<file path="src/rtl/soc_dbg_dump_pkg.sv">
// Shared definitions for the run-control / register-dump unit:
// state encoding and the width helpers for the index and cycle counters.
package soc_dbg_dump_pkg;

    typedef enum logic [2:0] {
        ST_IDLE = 3'd0,
        ST_RUN  = 3'd1,
        ST_READ = 3'd2,
        ST_SEND = 3'd3,
        ST_DONE = 3'd4
    } state_t;

    // Register index width; a single-register file still needs a 1-bit index.
    function automatic int idx_width(input int nregs);
        return (nregs > 1) ? $clog2(nregs) : 1;
    endfunction

    // Cycle counter width; must hold RUN_CYCLES itself, at least 1 bit.
    function automatic int cnt_width(input int run_cycles);
        return (run_cycles > 0) ? $clog2(run_cycles + 1) : 1;
    endfunction

endpackage

</file>
<file path="src/rtl/soc_dbg_dump.sv">
// Run-control and register-dump unit. Runs the CPU for a bounded number of
// cycles after a start pulse (or until stop), then freezes it and streams the
// architectural registers out one beat at a time.
//
// Dump port handshake: a beat transfers on a rising clk edge where
// dump_valid && dump_ready. While dump_valid is high and the beat has not
// transferred, dump_data, dump_idx and dump_last do not change. dump_valid
// never depends combinationally on dump_ready.
module soc_dbg_dump
    import soc_dbg_dump_pkg::*;
#(
    parameter int XLEN       = 32,
    parameter int NREGS      = 32,
    parameter int RUN_CYCLES = 400,
    parameter int SKIP_X0    = 1,
    localparam int IW        = idx_width(NREGS),
    localparam int CW        = cnt_width(RUN_CYCLES)
) (
    input  logic            clk,
    input  logic            rst_n,
    input  logic            start,
    input  logic            stop,
    output logic            cpu_run,
    output logic [IW-1:0]   reg_addr,
    input  logic [XLEN-1:0] reg_rdata,
    output logic            dump_valid,
    input  logic            dump_ready,
    output logic [XLEN-1:0] dump_data,
    output logic [IW-1:0]   dump_idx,
    output logic            dump_last,
    output logic            busy,
    output logic            done,
    output logic [CW-1:0]   cycle_count,
    output logic [2:0]      dbg_state
);

    localparam logic [IW-1:0] START_IDX = (SKIP_X0 != 0 && NREGS > 1) ? IW'(1) : IW'(0);
    localparam logic [IW-1:0] LAST_IDX  = IW'(NREGS - 1);
    localparam logic [CW-1:0] RUN_LAST  = CW'(RUN_CYCLES - 1);

    state_t            state_q, state_d;
    logic [IW-1:0]     idx_d;
    logic [CW-1:0]     cnt_d;
    logic [XLEN-1:0]   data_d;

    // Read address is only driven while reading; zero otherwise.
    assign reg_addr  = (state_q == ST_READ) ? dump_idx : '0;
    assign dbg_state = state_q;

    // Next-state, counter and capture logic.
    always_comb begin
        state_d = state_q;
        idx_d   = dump_idx;
        cnt_d   = cycle_count;
        data_d  = dump_data;
        case (state_q)
            ST_IDLE, ST_DONE: begin
                if (start) begin
                    cnt_d   = '0;
                    idx_d   = START_IDX;
                    state_d = (RUN_CYCLES == 0) ? ST_READ : ST_RUN;
                end
            end
            ST_RUN: begin
                // The cycle in which stop is seen still counts as a run cycle.
                cnt_d = cycle_count + CW'(1);
                if (cycle_count == RUN_LAST || stop) begin
                    state_d = ST_READ;
                end
            end
            ST_READ: begin
                data_d  = reg_rdata;
                state_d = ST_SEND;
            end
            ST_SEND: begin
                if (dump_ready) begin
                    if (dump_idx == LAST_IDX) begin
                        state_d = ST_DONE;
                    end else begin
                        idx_d   = dump_idx + IW'(1);
                        state_d = ST_READ;
                    end
                end
            end
            default: state_d = ST_IDLE;
        endcase
    end

    // State, counters and registered outputs derived from the next state.
    always_ff @(posedge clk) begin
        if (!rst_n) begin
            state_q     <= ST_IDLE;
            dump_idx    <= '0;
            cycle_count <= '0;
            dump_data   <= '0;
            cpu_run     <= 1'b0;
            dump_valid  <= 1'b0;
            dump_last   <= 1'b0;
            busy        <= 1'b0;
            done        <= 1'b0;
        end else begin
            state_q     <= state_d;
            dump_idx    <= idx_d;
            cycle_count <= cnt_d;
            dump_data   <= data_d;
            cpu_run     <= (state_d == ST_RUN);
            dump_valid  <= (state_d == ST_SEND);
            dump_last   <= (state_d == ST_SEND) && (idx_d == LAST_IDX);
            busy        <= (state_d == ST_RUN) || (state_d == ST_READ) || (state_d == ST_SEND);
            done        <= (state_d == ST_DONE);
        end
    end

endmodule

</file>
<file path="config.mk">
export PLATFORM = sky130hd
export DESIGN_NAME = soc_dbg_dump
export DESIGN_NICKNAME = d
export VERILOG_FILES = /design/src/rtl/soc_dbg_dump_pkg.sv /design/src/rtl/soc_dbg_dump.sv
export SDC_FILE = /design/constraint.sdc
export NUM_CORES = 1
export LEC_CHECK = 0
export BUFFER_PORTS_ARGS = -buffer_cell sky130_fd_sc_hd__buf_2
export CORE_MARGIN = 2
export CORE_UTILIZATION = 45
export CTS_BUF_LIST = sky130_fd_sc_hd__clkbuf_2 sky130_fd_sc_hd__clkbuf_4 sky130_fd_sc_hd__clkbuf_8
export DETAILED_ROUTE_END_ITERATION = 7
export PLACE_DENSITY_LB_ADDON = 0.15
export SYNTH_ARGS = -nofsm -noshare
export SYNTH_HDL_FRONTEND = slang
export SYNTH_SLANG_ARGS = --single-unit
export TNS_END_PERCENT = 5
</file>
<file path="constraint.sdc">
create_clock -name clk -period 2.3 [get_ports clk]
set_clock_uncertainty 0.1 [all_clocks]
set_input_delay 0.46 -clock clk [delete_from_list [all_inputs] [get_ports clk]]
set_output_delay 0.46 -clock clk [all_outputs]
set_load 0.02 [all_outputs]
</file>
Word level (Yosys, flattened, before mapping)
Index checks and enable logic that the tools add are counted.

cells by class
  add/subtract/negate cells = 2
  multipliers = 0
  divide/modulo/power cells = 0
  $lt $le $gt $ge = 0
  equal/unequal tests = 12
  shift-type cells = 0
  muxes and demuxes = 12
  bitwise gates (word level) = 0
  reductions and logical operators = 8

operators with widths
  kind                                                  count
  two-way mux 5 bit                                     4
  case mux 9 bit (2 select lines)                       1
  equality test 3 x 2 -> 1 bit (second input constant)  4
  two-way mux 3 bit                                     4
  case mux 3 bit (4 select lines)                       1
  equality test 5 bit (second input constant)           2
  case mux 5 bit (2 select lines)                       1
  adder 9 x 1 -> 9 bit (second input constant)          1
  equality test 9 bit (second input constant)           1
  two-way mux 9 bit                                     1
  equality test 3 x 1 -> 1 bit (second input constant)  2
  equality test 3 bit (second input constant)           2
  adder 5 x 1 -> 5 bit (second input constant)          1
  zero test 3 bit                                       1
  logical OR 1 bit                                      3
  inequality test 2 bit (second input constant)         1
  AND reduction 2 bit                                   1
  nonzero test 2 bit                                    1
  OR reduction 2 bit                                    1
  logical AND 1 bit                                     1

word-level totals
  flip-flop bits (word level) = 54
  latch bits = 0
  RAM bits = 0
  ROM bits = 0
  input port bits = 37
  logic and storage cells = 43
  memories kept = 0

Longest topological paths before layout
  depth in word-level cells = 7
  mapped depth = 6

Least setup slack after synthesis
No wires, ideal clock.

  kind = register to output
  start point = register state_q[1] (netlist: dbg_state[1])
  end point = output reg_addr[0]
  arrival time = 1.484 ns
  setup slack = 0.256 ns
  stages on the path, launching flop included = 5
  path through = dfxtp_1 > nand2b_1 > nor2_2 > clkbuf_1 > and2_1

on the way
  word-level cells in the longest chain between the ends = 2

RTL lines
  element                       RTL line             source
  start, declared               soc_dbg_dump.sv:41   state_t state_q, state_d;
  start signal, assigned        soc_dbg_dump.sv:102  state_q <= state_d;
  equality test 3 x 2 -> 1 bit  soc_dbg_dump.sv:47   assign reg_addr = (state_q == ST_READ) ? dump_idx : '0;
  two-way mux 5 bit             soc_dbg_dump.sv:47
  end, declared                 soc_dbg_dump.sv:24   output logic [IW-1:0] reg_addr,

Every way passes these cells.

Worst setup path after layout
  start point = register state_q[1] (netlist: dbg_state[1])
  end point = output reg_addr[1]

The elaborated chain is that of the path after synthesis.

==> flow_metrics.tcl <==
set metrics [dict create \
    cts_sinks 54 \
    cp_max_fo 10 \
    hp-class "in -> reg" \
    synth_compound_area_share_pct 16.4 \
    port_buffers 95 \
    p_leak_nw 1.26 \
    post-synth-top-area-fraction_pct 49.3 \
    ys.flop_type "dfxtp_1" \
    synth_enable_flop_cells 0 \
    finalMaxSlewViolations 0 \
    dp_hpwl_um 3710 \
    p_sw_w 0.000473 \
    tns_ns 0 \
    outcome "finished, final reports clean" \
    drc 0 \
    worstMarginPinSlew_ns 0.609 \
    cts_tree "yes" \
    firstDrtPassIters 4 \
    grt_usage_pct 19.1 \
    maxCapViolations 0 \
    stdcell_area_mm2 0.00280 \
    p_total_w 0.00176 \
    die_h_um 73.8 \
    wl_per_cell_um 12.1 \
    power_frac_comb_pct 14.4 \
    ant_nets 0 \
    fp.dieW_um 73.8 \
    p_clk_share_pct 28.9 \
    root_buffer "clkbuf_8" \
    finalNetCount 393 \
    period_share_pct 90.5 \
    viasPerCell 4.92 \
    initial_core_util_pct 46.4 \
    fin_crit_ns 2.08 \
    worst_ep_arrival_time_ns 1.52 \
    relSlewSlack_pct 59.4 \
    synth.largest_area_cell "dfxtp_1" \
    synth_fa_ha_area_share_pct 1.14 \
    drive_gt1_share_pct 31.6 \
    clkLatencyLatePin_ns 0.29 \
    power.internal_w 0.00129 \
    synth_top_family_by_area "simple AND/OR/NAND/NOR gates" \
    p_seq_share_pct 56.7 \
    worstSetupStartpointType "register" \
    holdWs_ns 0.293 \
    critPathKind "reg -> out" \
    netlist_top_cells_area "dfxtp_1, nand2_1, a21oi_1" \
    rsz0062_at_grt "false" \
    layout.cells.non_filler 421 \
    avgSynthCellArea_um2 8.27 \
    std_cell_rows 25 \
    synth.mux.area_fraction_pct 1.37 \
    finalSetupViolCount 0 \
    synth_cells 265 \
    area_growth_pct 27.6 \
    critPathRequiredTime_ns 1.74 \
    synth_cell_types 42 \
    max_freq_mhz 480 \
    wl_um 5110 \
    synthArstFlopShare_pct 0 \
    grt_pass1_wl_um 8210 \
    dieArea_mm2 0.00545 \
    hold_viol_final 0 \
    synth.cell_area_mm2 0.00219 \
    ys_seq_area_share_pct 49.3 \
    synth_nets 304 \
    grt_max_degree 33 \
    grt_remaining_overflow 0 \
    synthTopCellsByCount "nand2_1, dfxtp_1, a21oi_1, a21boi_0, clkbuf_1" \
    globalplace.congestion 0.790 \
    grt_pass1_vias 1771 \
    ctsHoldBuffers 0 \
    powerDensity_mw_per_mm2 629 \
    drt_first_iter_violations 93 \
    cts_buffer_depth 2 \
    end_kind "primary output" \
    worst_ir_drop_vdd_mv 0.300 \
    clk_pin_slew_ns 0.09 \
    placed_area_mm2 0.00271 \
    synth_xor_area_share_pct 0.400 \
    placed_cells 414 \
    htree_num_levels 2 \
    io-pin-count 96 \
    nFillCells 450 \
    diodes 0 \
    swShare_pct 26.9 \
    grt_antenna_before_repair 0 \
    cts_buffers 5 \
    yosysWarnings 0 \
    synth_most_common_cell "nand2_1" \
    route.vias.total 2070 \
    yosys.area_share.simple_pct 27.7 \
    synth-seq-cells 54 \
    core-area_mm2 0.00472 \
]
-- cells in the final DEF (no fill, tap or decap), drive strengths merged, types with 2 or more instances in the layout --
| master | Yosys | final |
|---|---|---|
| nor2b | 2 | 2 |
| nand2b | 3 | 3 |
| dfxtp | 54 | 54 |
| a21boi | 11 | 11 |
| nand2 | 75 | 75 |
| a21oi | 31 | 31 |
| and2 | 7 | 7 |
| ha | 2 | 2 |
| buf | 7 | 99 |
| inv | 2 | 2 |
| nor3 | 4 | 4 |
| or3b | 2 | 2 |
| clkbuf | 10 | 6 |
| a22oi | 2 | 2 |
| mux2i | 3 | 3 |
| nand4 | 7 | 7 |
| and3 | 5 | 5 |
| o21ai | 3 | 3 |
| nand3 | 7 | 7 |
| nor2 | 10 | 10 |
| nor3b | 2 | 2 |
-- worst max-delay path, stage by stage (launching register included) --
cell and delay, ns:
dfxtp_1 0.47, nand2b_1 0.19, nor2_4 0.23, and2_1 0.17, buf_2 0.16
-- stage by stage --
| stage | worst slack [ns] | utilization (%) |
|---|---|---|
| finish | 0.218 | 59.2 |
| global route | 0.0626 | 59.2 |
| CTS | 0.121 | 59.1 |
| detailed placement | 0.437 | 57.4 |
| global placement | 0.453 | 57.4 |
| floorplan | 0.256 | - |
-- registers in the layout, summed over array words and instances (netlist names) --
name	flops
done	1
dump_valid	1
dump_data	32
dbg_state	3
cpu_run	1
dump_idx	5
busy	1
cycle_count	9
dump_last	1
-- power groups by stage --
| stage | combinational [W] | clock (W) | sequential, W |
|---|---|---|---|
| floorplan | 0.000119 | 0 | 0.00106 |
| global placement | 0.000253 | 0 | 0.00102 |
| detailed placement | 0.000255 | 0 | 0.00102 |
| CTS | 0.000256 | 0.000532 | 0.000997 |
| global route | 0.000282 | 0.000571 | 0.00100 |
| finish | 0.000253 | 0.000508 | 0.000998 |
-- layer usage --
metal / routed length [µm] / global-route usage (%) / vias to the layer above
met2: 2410 / 31.0 / 74
li1: - / - / 1078
met1: 2350 / 26.0 / 916
met5: 0 / 0 / -
met4: 27 / 4.24 / 0
met3: 330 / 4.39 / 2
-- layout make-up --
cell class / count / area, µm² / area share [%]
Clock buffer: 6 / 76.3 / 2.73
Clock inverter: 1 / 7.51 / 0.268
Inverter: 2 / 7.51 / 0.268
Multi-Input combinational cell: 192 / 1040 / 37.0
Sequential cell: 54 / 1080 / 38.6
Tap cell: 67 / 83.8 / 3.00
Timing Repair Buffer: 99 / 505 / 18.1
-- cells by family after synthesis --
kind of cell,Yosys count
buf+inv,19
xor+xnor,1
mux,3
fa+ha+maj,2
simple gates,129
flops,54
compound gates,57
-- path summary, 6_finish.rpt --
check	cells after the start	end	from	slack (ns)
max reg2reg	5	dump_last	dump_idx[0]	0.42
min	3	dump_data[14]	reg_rdata[14]	0.29
max	4	reg_addr[1]	dbg_state[1]	0.22
min reg2reg	2	dump_data[17]	dump_data[17]	0.35
-- repair_timing --
| action | CTS | global route |
|---|---|---|
| setup endpoints to repair | 0 | 5 |
| setup buffers | 0 | 0 |
| resized for setup | 0 | 1 |
| hold endpoints to repair | 0 | 0 |
Note: power is estimated with default switching activity, not from simulation.
